## src/rtl/forward_hazard_unit_pkg.sv

```systemverilog
// Shared types for the forwarding/hazard unit: operand-select encodings, the
// per-stage shadow slot record and the stall FSM states.
package forward_hazard_unit_pkg;

  localparam int unsigned RegW = 3;
  localparam int unsigned CntW = 16;

  localparam logic [1:0] FWD_REG   = 2'b00;
  localparam logic [1:0] FWD_WB    = 2'b01;
  localparam logic [1:0] FWD_EXMEM = 2'b10;

  typedef struct packed {
    logic            valid;
    logic [RegW-1:0] rd;
    logic            regwrite;
    logic            memread;
  } slot_t;

  typedef enum logic [1:0] {
    StRun,
    StLdStall,
    StMemWait
  } state_e;

  // True when a live, register-writing slot targets the given source register.
  function automatic logic slot_writes(input logic use_src, input logic [RegW-1:0] src,
                                       input slot_t slot);
    return use_src & slot.valid & slot.regwrite & (slot.rd == src);
  endfunction

  // EX/MEM wins over MEM/WB; a load still in EX cannot forward (load-use stall covers it).
  function automatic logic [1:0] fwd_sel(input logic use_src, input logic [RegW-1:0] src,
                                         input slot_t ex, input slot_t mem);
    logic [1:0] sel;
    sel = FWD_REG;
    if (slot_writes(use_src, src, ex) && !ex.memread) begin
      sel = FWD_EXMEM;
    end else if (slot_writes(use_src, src, mem)) begin
      sel = FWD_WB;
    end
    return sel;
  endfunction

endpackage

```

## src/rtl/hazard_slot.sv

```systemverilog
// One shadow pipeline slot: holds while frozen, loads on advance, or loads an
// empty bubble when requested.
module hazard_slot
  import forward_hazard_unit_pkg::*;
(
  input  logic  clk_i,
  input  logic  rst_i,
  input  logic  advance_i,
  input  logic  bubble_i,
  input  slot_t slot_i,
  output slot_t slot_o
);

  slot_t slot_q, slot_d;

  always_comb begin
    slot_d = slot_q;
    if (advance_i) begin
      slot_d = bubble_i ? '0 : slot_i;
    end
  end

  always_ff @(posedge clk_i) begin
    if (rst_i) begin
      slot_q <= '0;
    end else begin
      slot_q <= slot_d;
    end
  end

  assign slot_o = slot_q;

endmodule

```

## src/rtl/forward_hazard_unit.sv

```systemverilog
// Operand forwarding and hazard control for a 5-stage pipeline: tracks the
// destinations in EX/MEM/WB, picks forwarding sources and raises stalls/flushes.
module forward_hazard_unit
  import forward_hazard_unit_pkg::*;
(
  input  logic            clk_i,
  input  logic            rst_i,
  input  logic            id_valid_i,
  input  logic [RegW-1:0] id_rs_i,
  input  logic [RegW-1:0] id_rt_i,
  input  logic            id_use_rs_i,
  input  logic            id_use_rt_i,
  input  logic [RegW-1:0] id_rd_i,
  input  logic            id_regwrite_i,
  input  logic            id_memread_i,
  input  logic            ex_branch_taken_i,
  input  logic            mem_stall_i,
  output logic [1:0]      forward_a_o,
  output logic [1:0]      forward_b_o,
  output logic            pc_hold_o,
  output logic            id_ex_bubble_o,
  output logic            flush_o,
  output logic [CntW-1:0] stall_count_o
);

  slot_t id_slot, ex_slot, mem_slot, wb_slot;

  logic advance;
  logic load_use;
  logic pc_hold;
  logic id_ex_bubble;

  logic [1:0]      fwd_a_q, fwd_a_d;
  logic [1:0]      fwd_b_q, fwd_b_d;
  state_e          state_q, state_d;
  logic [CntW-1:0] cnt_q, cnt_d;

  assign advance = ~mem_stall_i;

  assign id_slot = '{
    valid:    id_valid_i,
    rd:       id_rd_i,
    regwrite: id_regwrite_i,
    memread:  id_memread_i
  };

  hazard_slot u_slot_ex (
    .clk_i     (clk_i),
    .rst_i     (rst_i),
    .advance_i (advance),
    .bubble_i  (id_ex_bubble),
    .slot_i    (id_slot),
    .slot_o    (ex_slot)
  );

  hazard_slot u_slot_mem (
    .clk_i     (clk_i),
    .rst_i     (rst_i),
    .advance_i (advance),
    .bubble_i  (1'b0),
    .slot_i    (ex_slot),
    .slot_o    (mem_slot)
  );

  hazard_slot u_slot_wb (
    .clk_i     (clk_i),
    .rst_i     (rst_i),
    .advance_i (advance),
    .bubble_i  (1'b0),
    .slot_i    (mem_slot),
    .slot_o    (wb_slot)
  );

  // WB mirrors MEM/WB for completeness; nothing downstream of it forwards here.
  logic unused_wb;
  assign unused_wb = ^{wb_slot, mem_slot.memread};

  // Gated by reset so stale slot contents cannot raise a stall in the reset cycle.
  assign load_use = ~rst_i & id_valid_i & ex_slot.memread &
                    (slot_writes(id_use_rs_i, id_rs_i, ex_slot) |
                     slot_writes(id_use_rt_i, id_rt_i, ex_slot));

  assign pc_hold      = mem_stall_i | (load_use & ~ex_branch_taken_i);
  assign id_ex_bubble = ~mem_stall_i & (load_use | ex_branch_taken_i);

  assign pc_hold_o      = pc_hold;
  assign id_ex_bubble_o = id_ex_bubble;
  assign flush_o        = ~mem_stall_i & ex_branch_taken_i;

  always_comb begin
    fwd_a_d = fwd_a_q;
    fwd_b_d = fwd_b_q;
    if (advance) begin
      if (id_ex_bubble) begin
        fwd_a_d = FWD_REG;
        fwd_b_d = FWD_REG;
      end else begin
        fwd_a_d = fwd_sel(id_use_rs_i, id_rs_i, ex_slot, mem_slot);
        fwd_b_d = fwd_sel(id_use_rt_i, id_rt_i, ex_slot, mem_slot);
      end
    end
  end

  always_comb begin
    state_d = state_q;
    if (mem_stall_i) begin
      state_d = StMemWait;
    end else begin
      case (state_q)
        StRun:     if (load_use && !ex_branch_taken_i) state_d = StLdStall;
        StLdStall: state_d = StRun;
        StMemWait: state_d = StRun;
        default:   state_d = StRun;
      endcase
    end
  end

  always_comb begin
    cnt_d = cnt_q;
    if (pc_hold && (cnt_q != {CntW{1'b1}})) begin
      cnt_d = cnt_q + 1'b1;
    end
  end

  always_ff @(posedge clk_i) begin
    if (rst_i) begin
      fwd_a_q <= FWD_REG;
      fwd_b_q <= FWD_REG;
      state_q <= StRun;
      cnt_q   <= '0;
    end else begin
      fwd_a_q <= fwd_a_d;
      fwd_b_q <= fwd_b_d;
      state_q <= state_d;
      cnt_q   <= cnt_d;
    end
  end

  assign forward_a_o   = fwd_a_q;
  assign forward_b_o   = fwd_b_q;
  assign stall_count_o = cnt_q;

endmodule

```

## config.mk

```make
export PLATFORM = sky130hd
export DESIGN_NAME = forward_hazard_unit
export DESIGN_NICKNAME = d
export VERILOG_FILES = /design/src/rtl/forward_hazard_unit_pkg.sv /design/src/rtl/hazard_slot.sv /design/src/rtl/forward_hazard_unit.sv
export SDC_FILE = /design/constraint.sdc
export NUM_CORES = 1
export LEC_CHECK = 0
export CORE_MARGIN = 3
export CORE_UTILIZATION = 40
export CTS_BUF_LIST = sky130_fd_sc_hd__clkbuf_8
export DETAILED_ROUTE_END_ITERATION = 12
export PLACE_DENSITY = 0.7
export SYNTH_ARGS = -nofsm -noshare
export SYNTH_HDL_FRONTEND = slang
export SYNTH_SLANG_ARGS = --single-unit
```

## constraint.sdc

```tcl
create_clock -name clk_i -period 2.08 [get_ports clk_i]
set_input_delay 0.416 -clock clk_i [delete_from_list [all_inputs] [get_ports clk_i]]
set_output_delay 0.416 -clock clk_i [all_outputs]
set_load 0.1 [all_outputs]
```

==> metrics.yaml <==
period_share_pct: 111
cp_slowest_cell: "or4_4"
grt_use_total_pct: 18.2
synthTopCellsByCount: "dfxtp_1, nor2_1, a21oi_1, nand3_1, nor3_1"
drv_slew: 0
clk_pin_slew_ns: 0.07
critPathKind: "in2out"
cp_data_required_time_ns: 1.66
rr_worst_depth: 5
start_kind: "input port"
synth_ff_type: "dfxtp_1"
ys_seq_area_share_pct: 38.0
synth_area_um2: 1630
fin_area_um2: 2420
cp_num_buf_inv: 2
grt_pass1_wl_um: 7350
synth_area_leaders: "dfxtp_1, mux2i_1, o31ai_1"
r2r_slack_ns: -0.06
place_ws_ns: -0.591
root_buffer: "clkbuf_8"
chipWidth_um: 69.9
min_to: "forward_a_o[0]$_SDFFE_PP0N_"
cp_cell_sequence: "clkdlybuf4s15_2 -> xor2_1 -> or4_4 -> a21oi_4 -> a21oi_2 -> nor2_4 -> buf_12"
tightest_slew_ns: 0.811
dieArea_um2: 4880
leakagePower_uw: 0.000959
rr_endpoint: "stall_count_o[8]$_SDFFE_PP0P_"
timing.slew.headroom_pct: 46.0
syn_nets: 209
synth_most_common_cell: "dfxtp_1"
pwr_density_cell_nw_per_um2: 591
synth_top_area_share_pct: 38.0
fin_crit_ns: 2.31
setup_viol: 8
ios: 41
cts_tree: "done"
hpwlAfterDp_um: 3080
ys_warn_count: 0
cts_buffers: 5
ant_nets: 0
grt_pass1_vias: 1546
portBuffers: 40
hold_violations: 0
rows: 22
ys_seq_elements: 31
drt-initial-drc-count: 119
place_area_um2: 2290
drc: 0
outcome: "finished with violations"
skew_ns: 0.00332
fmax_mhz: 433
rsz0062_at_grt: "true"
yosysUniqueCellTypes: 35
antenna_found_initial: 0
layout_setup_ws_ns: -0.230
holdCritStartpoint: "forward_a_o[0]$_SDFFE_PP0N_"
crit_fanout: 4
p_total_uw: 1430
synth-async-reset-ratio_pct: 0
cts_htree_levels: 2
clock_latency_ns: 0.28
synth_edf_count: 0
cp.arrival_ns: 1.89
diodes: 0
num-nets-final: 268
drive_gt1_share_pct: 38.0
drt_pass1_iterations: 4
grt_max_degree: 36
hp-class: "reg2reg"
syn2layout_area_growth_pct: 48.4
avgViaCountPerCell: 5.40
synthCells: 190
failed_checks: "setup timing"
drv_cap: 0
gr-total-overflow: 0
crit_path_end_kind: "output port"
place_congestion: 0.827
clock_sinks: 31
whs_path_depth: 2
clk_path_buf_depth: 2
synth_top_area_cell: "dfxtp_1"
initial_core_util_pct: 43.0
crit_family: "simple AND/OR/NAND/NOR gates"
die_h_um: 69.9
wire_per_inst_um: 14.2
avgSynthCellArea_um2: 8.59
wl_um: 4230
max_stage_delay_ns: 0.58
cts_hold_buf: 0
core_area_um2: 3800
vdd_drop_max_uv: 446
r2r_start: "u_slot_ex.slot_o[3]$_SDFFE_PP0N_"
vias: 1608
==> stage by stage <==
| stage | setup TNS, ns | cells | hold slack, ns | util (%) |
|---|---|---|---|---|
| global route | -2.16 | 298 | 0.494 | 63.8 |
| detailed placement | -11.63 | 289 | 0.455 | 60.4 |
| global placement | -9.97 | 289 | 0.447 | 60.4 |
| CTS | -0.593 | 298 | 0.470 | 63.6 |
| floorplan | -0.325 | 190 | 0.464 | - |
| finish | -0.646 | 298 | 0.464 | 63.8 |
==> flip-flops by register name (all words and copies together), names as in the netlist <==
name,count
stall_count_o,16
u_slot_mem.slot_o,5
forward_b_o,2
forward_a_o,2
u_slot_ex.slot_o,6
==> per-layer routing <==
metal | global-route usage [%] | routed length (um) | vias up
met5 | 0 | 0 | -
met4 | 7.23 | 72 | 0
met3 | 3.31 | 193 | 6
met2 | 29.2 | 2040 | 37
met1 | 24.1 | 1920 | 754
li1 | - | - | 811
==> tightest hold or removal path, delay by kind of cell (launching register included) <==
family           cells  cell delay (ns)
AO/OA/AOI/OAI        1             0.06
flip-flops           1             0.33
AND/OR/NAND/NOR      1             0.05
==> area by class of cell <==
class                   instances  area, um^2
multi-input cells             144        1020
clock inverters                 2        35.0
fillers                       323        1380
clock buffers                   6        82.6
well taps                      48        60.1
repair buffers                 63         547
flip-flops and latches         31         666
inverters                       4        15.0
==> placed cells by master, fill, tap and decap left out, types with 2 or more instances in the layout <==
master,n
buf_4,43
nor2_1,16
dfxtp_1,13
nand3_1,12
a21oi_1,12
mux2i_1,11
o31ai_1,10
nor3_1,10
clkdlybuf4s50_1,9
dfxtp_4,9
dfxtp_2,9
nand2_1,8
or4_1,8
xor2_1,6
xnor2_1,6
clkbuf_8,6
dlygate4sd2_1,6
nor2b_1,5
mux2_2,5
inv_1,4
nand4_1,4
and4_1,3
o21ai_0,3
buf_12,3
or4_4,2
nor3_2,2
or3_1,2
and2_1,2
nor4_2,2
==> what timing repair did <==
item,in CTS,in global routing
pin swaps,11,3
buffers inserted,1,0
resized for setup,14,2
endpoints found under the setup margin,18,16
==> cell families after synthesis <==
| group | share of synthesized area (%) |
|---|---|
| xor gates and xnor gates | 6.44 |
| and+or+nand+nor | 28.4 |
| adders and majority gates | 0.766 |
| muxes | 10.2 |
| AOI/OAI and AO/OA | 12.3 |
| buffers and inverters | 3.91 |
| DFF | 38.0 |
==> report_power, final <==
part | leakage, uW | total, uW | switching [uW] | internal, uW
sequential | 0.000263 | 606 | 11.5 | 594
combinational | 0.000635 | 207 | 116 | 90.5
clock | 0.0000612 | 621 | 233 | 387
total | 0.000959 | 1430 | 361 | 1070
==> how the worst max path moves through the flow <==
stage,endpoint,startpoint,slack [ns],cells after the start
after CTS,id_ex_bubble_o,u_slot_ex.slot_o[3]$_SDFFE_PP0N_,-0.24,6
after global placement,pc_hold_o,id_rt_i[1],-0.53,6
after detailed placement,stall_count_o[8]$_SDFFE_PP0P_,id_use_rs_i,-0.59,6
after floorplan,id_ex_bubble_o,id_rs_i[1],-0.19,5
after global routing,id_ex_bubble_o,u_slot_ex.slot_o[3]$_SDFFE_PP0N_,-0.29,6
final,id_ex_bubble_o,id_rt_i[1],-0.23,7
Power figures use the tool's default switching activity.
